<file path="config.mk">
export PLATFORM = sky130hd
export DESIGN_NAME = alu_result_sel_flat
export DESIGN_NICKNAME = d
export VERILOG_FILES = /design/src/rtl/alu_result_sel_if.sv /design/src/rtl/alu_result_sel.sv /design/src/flat_wrapper.sv
export SDC_FILE = /design/constraint.sdc
export NUM_CORES = 1
export LEC_CHECK = 0
export ABC_AREA = 1
export CAP_MARGIN = 20
export CORE_ASPECT_RATIO = 0.8
export CORE_UTILIZATION = 26
export DETAILED_ROUTE_END_ITERATION = 10
export GPL_TIMING_DRIVEN = 0
export PLACE_DENSITY = 0.61
export SLEW_MARGIN = 20
export SYNTH_ARGS = -nofsm -noshare
export SYNTH_HDL_FRONTEND = slang
export SYNTH_SLANG_ARGS = --single-unit
</file>
<file path="constraint.sdc">
create_clock -name clk -period 2 [get_ports clk]
set_clock_uncertainty 0.2 [all_clocks]
set_input_delay 0.2 -clock clk [delete_from_list [all_inputs] [get_ports clk]]
set_output_delay 0.2 -clock clk [all_outputs]
set_load 0.005 [all_outputs]
</file>
<file path="src/rtl/alu_result_sel_if.sv">
// Handshake bundle between functional units, issuer and the result-select stage.
// master drives requests and unit data; slave is the select stage.
interface alu_result_sel_if #(
  parameter int N   = 32,
  parameter int CH  = 8,
  parameter int OPW = 4
);
  logic [CH*N-1:0] x_flat;
  logic [CH-1:0]   x_done;
  logic            start;
  logic [OPW-1:0]  opcode;
  logic            busy;
  logic [N-1:0]    out;
  logic            out_valid;
  logic            err;

  modport master (
    output x_flat, x_done, start, opcode,
    input  busy, out, out_valid, err
  );

  modport slave (
    input  x_flat, x_done, start, opcode,
    output busy, out, out_valid, err
  );
endinterface

</file>
<file path="src/rtl/alu_result_sel.sv">
// Registered ALU result select: waits for the chosen unit's done strobe,
// then registers its data with a one-cycle valid, or flags illegal/timeout.
module alu_result_sel #(
  parameter int N       = 32,
  parameter int CH      = 8,
  parameter int OPW     = 4,
  parameter int TIMEOUT = 15
) (
  input logic            clk,
  input logic            rst,
  alu_result_sel_if.slave bus
);
  localparam int SW = $clog2(CH);
  localparam int CW = $clog2(TIMEOUT + 1);

  typedef enum logic {IDLE, WAIT} state_t;

  state_t        state;
  logic [SW-1:0] sel;
  logic [CW-1:0] cnt;
  logic [N-1:0]  xs [CH];
  logic          legal;
  logic [SW-1:0] map;

  for (genvar i = 0; i < CH; i++) begin : g_ch
    assign xs[i] = bus.x_flat[i*N +: N];
  end

  // opcode 0 names the last channel; k names channel k-1
  assign legal = {1'b0, bus.opcode} < (OPW+1)'(CH);
  assign map   = (bus.opcode == '0) ? SW'(CH - 1)
                                    : SW'(bus.opcode - 1'b1);

  assign bus.busy = (state == WAIT);

  always_ff @(posedge clk or posedge rst) begin
    if (rst) begin
      state         <= IDLE;
      sel           <= '0;
      cnt           <= '0;
      bus.out       <= '0;
      bus.out_valid <= 1'b0;
      bus.err       <= 1'b0;
    end else begin
      bus.out_valid <= 1'b0;
      bus.err       <= 1'b0;
      unique case (state)
        IDLE: begin
          if (bus.start) begin
            if (legal) begin
              sel   <= map;
              cnt   <= '0;
              state <= WAIT;
            end else begin
              bus.err <= 1'b1;
            end
          end
        end
        WAIT: begin
          // done wins over timeout in the last wait cycle
          if (bus.x_done[sel]) begin
            bus.out       <= xs[sel];
            bus.out_valid <= 1'b1;
            state         <= IDLE;
          end else if (cnt == CW'(TIMEOUT - 1)) begin
            bus.err <= 1'b1;
            state   <= IDLE;
          end else begin
            cnt <= cnt + 1'b1;
          end
        end
        default: state <= IDLE;
      endcase
    end
  end
endmodule

</file>
<file path="src/flat_wrapper.sv">
// flat-port wrapper written by rule: the top's interface ports become plain ports
module alu_result_sel_flat 
#(
  parameter int N       = 32,
  parameter int CH      = 8,
  parameter int OPW     = 4,
  parameter int TIMEOUT = 15
)
  (clk, rst, bus_x_flat, bus_x_done, bus_start, bus_opcode, bus_busy, bus_out, bus_out_valid, bus_err);
  alu_result_sel_if #(.N(N), .CH(CH), .OPW(OPW)) bus_i ();
  input logic clk;
  input logic rst;
  input wire logic [$bits(bus_i.x_flat)-1:0] bus_x_flat;
  input wire logic [$bits(bus_i.x_done)-1:0] bus_x_done;
  input wire logic [$bits(bus_i.start)-1:0] bus_start;
  input wire logic [$bits(bus_i.opcode)-1:0] bus_opcode;
  output wire logic [$bits(bus_i.busy)-1:0] bus_busy;
  output wire logic [$bits(bus_i.out)-1:0] bus_out;
  output wire logic [$bits(bus_i.out_valid)-1:0] bus_out_valid;
  output wire logic [$bits(bus_i.err)-1:0] bus_err;
  assign bus_i.x_flat = bus_x_flat;
  assign bus_i.x_done = bus_x_done;
  assign bus_i.start = bus_start;
  assign bus_i.opcode = bus_opcode;
  assign bus_busy = bus_i.busy;
  assign bus_out = bus_i.out;
  assign bus_out_valid = bus_i.out_valid;
  assign bus_err = bus_i.err;
  alu_result_sel #(.N(N), .CH(CH), .OPW(OPW), .TIMEOUT(TIMEOUT)) u_core (.clk(clk), .rst(rst), .bus(bus_i));
endmodule
</file>
==> summary.md <==
| Metric | Value |
|---|---|
| Endpoints failing hold | 0 |
| Hold-fix buffer count after cts | 0 |
| Highest clock rate | approximately 0.53 GHz |
| Overflow left after global routing | 0 |
| Chip Height | roughly 110 um |
| Buffering stage count on the worst path with inverters included | 3 |
| Boundary pin count | 306 |
| Max_cap viols | 0 |
| Number of cells upsized or downsized after cts | 10 |
| Layout net count | 1298 |
| Synthesized instance count | a little over 700 |
| Synth area leaders | sky130_fd_sc_hd__dfrtp_1 26%, sky130_fd_sc_hd__o21ai_0 20%, sky130_fd_sc_hd__nor2_1 17% |
| Starting utilization of the core area | 26.8% |
| Global-route wire length before repair | 31.8 mm |
| Tightest Hold Check Type | in2async |
| Detail Placement HPWL | 17.2 mm |
| Via count | 5891 |
| First-pass iteration count of the detailed router | 5 |
| Share of the synthesized area in the top cell type | 25.8% |
| Post-detailed-route DRC marker count | 0 |
| Share of synthesized flip-flops with an asynchronous set or reset | 100% |
| Post-Syn Area per Cell | 5.72 um^2 |
| 1st-iter DRT viols | 286 |
| Post-CTS setup buffer count | 0 |
| Port Buffers | 305 |
| Leakage | ~3.3 nW |
| Number of flops mapped to enable cells by yosys | 0 |
| Ranking of synthesized cells by instance count | 183 x sky130_fd_sc_hd__nor2_1, 160 x sky130_fd_sc_hd__o21ai_0, 88 x sky130_fd_sc_hd__nand3_1, 80 x sky130_fd_sc_hd__nand2_1, 43 x sky130_fd_sc_hd__inv_1 |
| Sequential fraction of design power | 16.3% |
| Average detailed-routed wire length per instance | 17.6 um |
| Min Hold Slack | 0.0230 ns |
| Main flop type after synthesis | sky130_fd_sc_hd__dfrtp_1 |
| Peak ir drop on the vdd network | 0.510 mV |
| Min Tclk post-route | approximately 1.9 ns |
| Post-placement worst setup slack | -0.191 ns |
| Crit Path Category | reg2reg |
| Status | finished, final reports clean |
| Post-synth cell types | 25 |
| TritonCTS Buffers | 5 |
| Worst Setup End Kind | flip-flop |
| Initial antenna violation count | 0 |
| Proportion of power drawn by the clock network | a little over a tenth |
| Longest Clk Path Bufs | 2 |
| Post-route worst setup slack | between 0.1 and 0.15 ns |
| Largest incremental delay on the critical path | 0.45 ns |
| Largest net degree at the start of global routing | 25 |
| Count of non-filler cells in the finished layout | 1235 |
| Biggest area consumer among synthesized cells | sky130_fd_sc_hd__dfrtp_1 |
| Highest fanout seen on the critical path | 10 |
| Wire length reported by the detailed router | 21.7 mm |
| Number of sinks handled by clock tree synthesis | 42 |
| Power density normalized to cell area | 1190 nW/um^2 |
| Net switching power | 4.50 mW |
| Global-route usage over all layers | between 20% and 30% |
| Unrepaired setup endpoints after global routing | true |
| Routed via count divided by cell count | 4.77 |
| Pins Over Slew Limit | 0 |
| Antenna Cells | 0 |
| Number of routed nets with antenna violations | 0 |
| Register-to-Register Setup Slack | 0.10 ns |
| Category of the worst setup path launch point | flip-flop |
| Clock slew seen by the registers of the worst setup and hold paths | 0.06 ns |
| WP data required | between 1.5 and 2 ns |
| Area of the mapped netlist | just over 4000 um^2 |
| Critical path's slowest cell | sky130_fd_sc_hd__dfrtp_2 |
| Std-Cell Core Area | 15200 um^2 |
| Internal power consumption | approximately 4.6 mW |
| Total Negative Setup Slacks | 0 ns |
| Number of cells after detailed placement | 1227 |
| Clock tree from TritonCTS | built |
| Portion of the clock cycle consumed by the worst path in the final layout | 95.0% |
| Filler cell count in the final layout | 1606 |
| H-Tree Level Count | 2 |
| Post-synthesis sequential area ratio | 25.8% |
| Horizontal extent of the die | approximately 140 um |
| Crit path cell chain | buf_4, buf_6, buf_4, nor2_2, nor2_1, o21ai_0, nand3_1, nand3_1, nand2_1 |
| Mapped Nets | ~1000 |
| Number of setup violations in the final report | 0 |
| Die footprint | 16200 um^2 |
| Part of the total power dissipated in combinational logic | 73.2% |
| Source-to-sink clock delay at the later pin of the worst-skew pair | 0.29 ns |
| Most frequently used cell type in the post-synthesis netlist | sky130_fd_sc_hd__nor2_1 |
| Synthesis-to-layout area growth | 87.6% |
| Vias in the first global route | about 5600 |
| Kind of cell adding the most delay to the critical path | simple AND/OR/NAND/NOR gates |
| Count of warnings emitted by yosys | 0 |
| Switching share of total power | 49.6% |
| Least-Margin Pin Slew | 0.640 ns |
| Arrival time at the worst endpoint | 1.88 ns |
| Root buf cell | sky130_fd_sc_hd__clkbuf_16 |
| Routability congestion estimate | 0.847 |
| Worst relative slew slack | 57.4% |
| Total of flip-flops plus latches after synthesis | 42 |
| Share of post-route cells with drive strength above 1 | 5.46% |
| Site Rows | 40 |
[power by group through the flow]
stage	Sequential, mW	Combinational, mW	Clock [mW]
after floorplan	1.48	3.63	0
after global placement	1.48	6.47	0
after detailed placement	1.49	6.49	0
after CTS	1.49	6.53	0.963
after global routing	1.54	7.37	0.997
final	1.48	6.63	0.950
[state kept, by name, indices dropped and copies added, names as in the netlist]
signal and flops:
u_core.bus.err 1, u_core.bus.busy 1, u_core.cnt 4, u_core.sel 3
u_core.bus.out_valid 1, u_core.bus.out 32
[area by class of cell]
type | instances | area (um^2) | share of cell area, %
plain buffers | 58 | 340 | 4.46
multi-input cells | 565 | 2570 | 33.6
clock inverters | 2 | 37.5 | 0.491
clock buffers | 6 | 129 | 1.69
flip-flops and latches | 42 | 1050 | 13.8
well taps | 210 | 263 | 3.44
inverters | 46 | 174 | 2.28
repair buffers | 306 | 3070 | 40.2
[layer usage]
layer	vias up	share of wire, %	track usage [%]
met1	2653	43	33.1
met4	0	1.1	4.37
met2	241	48	46.6
li1	2979	-	-
met3	18	7.6	5.46
met5	-	0	0
[worst reg2reg max path, stage by stage, from the launching register on]
cell,delay (ns)
sky130_fd_sc_hd__dfrtp_2,0.45
sky130_fd_sc_hd__buf_4,0.19
sky130_fd_sc_hd__buf_6,0.15
sky130_fd_sc_hd__buf_4,0.18
sky130_fd_sc_hd__nor2_2,0.19
sky130_fd_sc_hd__nor2_1,0.06
sky130_fd_sc_hd__o21ai_0,0.07
sky130_fd_sc_hd__nand3_1,0.11
sky130_fd_sc_hd__nand3_1,0.12
sky130_fd_sc_hd__nand2_1,0.06
[worst paths after layout]
kind | cells after the start | to | start
max | 9 | u_core.bus.out[31]$_DFFE_PP0P_ | u_core.sel[0]$_DFFE_PP0P_
min | 2 | u_core.bus.out[11]$_DFFE_PP0P_ | rst
max reg2reg | 9 | u_core.bus.out[31]$_DFFE_PP0P_ | u_core.sel[0]$_DFFE_PP0P_
min reg2reg | 2 | u_core.bus.out[23]$_DFFE_PP0P_ | u_core.bus.out[23]$_DFFE_PP0P_
max in group asynchronous | 3 | u_core.sel[0]$_DFFE_PP0P_ | rst
min in group clk | 2 | u_core.bus.out[23]$_DFFE_PP0P_ | u_core.bus.out[23]$_DFFE_PP0P_
[cell families (layout without fill, tap and decap cells)]
| family | Yosys count | in the layout | synth area share, % |
|---|---|---|---|
| simple gates | 356 | 356 | 36.2 |
| xor+xnor | 2 | 2 | 0.430 |
| buf+inv | 104 | 418 | 11.1 |
| flops | 42 | 42 | 25.8 |
| compound gates | 204 | 204 | 25.5 |
| fa+ha+maj | 3 | 3 | 0.922 |
[per-stage QoR]
stage               power (mW)  util (%)  area (um^2)
floorplan                 5.12         -         4070
global placement          7.95      48.7         7390
detailed placement        7.98      48.8         7410
CTS                       8.98      50.0         7580
global route              9.91      50.4         7640
finish                    9.06      50.4         7640
[cells in the final DEF, fill, tap and decap left out]
cell | synthesis | final
sky130_fd_sc_hd__clkdlybuf4s50_1 | 0 | 305
sky130_fd_sc_hd__nor2_1 | 183 | 182
sky130_fd_sc_hd__o21ai_0 | 160 | 160
sky130_fd_sc_hd__nand3_1 | 88 | 88
sky130_fd_sc_hd__nand2_1 | 80 | 80
sky130_fd_sc_hd__inv_1 | 43 | 42
sky130_fd_sc_hd__dfrtp_1 | 42 | 41
sky130_fd_sc_hd__a21oi_1 | 25 | 25
sky130_fd_sc_hd__clkbuf_1 | 22 | 16
sky130_fd_sc_hd__o22ai_1 | 14 | 14
sky130_fd_sc_hd__buf_2 | 15 | 11
sky130_fd_sc_hd__clkbuf_4 | 0 | 9
sky130_fd_sc_hd__buf_4 | 9 | 8
sky130_fd_sc_hd__clkbuf_2 | 2 | 6
sky130_fd_sc_hd__buf_6 | 1 | 5
sky130_fd_sc_hd__o21ai_1 | 5 | 5
sky130_fd_sc_hd__clkbuf_16 | 0 | 5
sky130_fd_sc_hd__buf_1 | 9 | 4
sky130_fd_sc_hd__inv_2 | 2 | 3
sky130_fd_sc_hd__ha_1 | 3 | 3
sky130_fd_sc_hd__nand3_2 | 1 | 1
sky130_fd_sc_hd__clkinv_2 | 0 | 1
sky130_fd_sc_hd__nand2_4 | 1 | 1
sky130_fd_sc_hd__nor2_4 | 1 | 1
sky130_fd_sc_hd__nor2_2 | 0 | 1
sky130_fd_sc_hd__nor3_1 | 1 | 1
sky130_fd_sc_hd__nand3b_1 | 1 | 1
sky130_fd_sc_hd__xnor2_1 | 1 | 1
sky130_fd_sc_hd__xor2_1 | 1 | 1
sky130_fd_sc_hd__bufinv_16 | 0 | 1
sky130_fd_sc_hd__clkinvlp_4 | 0 | 1
sky130_fd_sc_hd__buf_12 | 0 | 1
sky130_fd_sc_hd__dfrtp_2 | 0 | 1
Power figures use the tool's default switching activity.
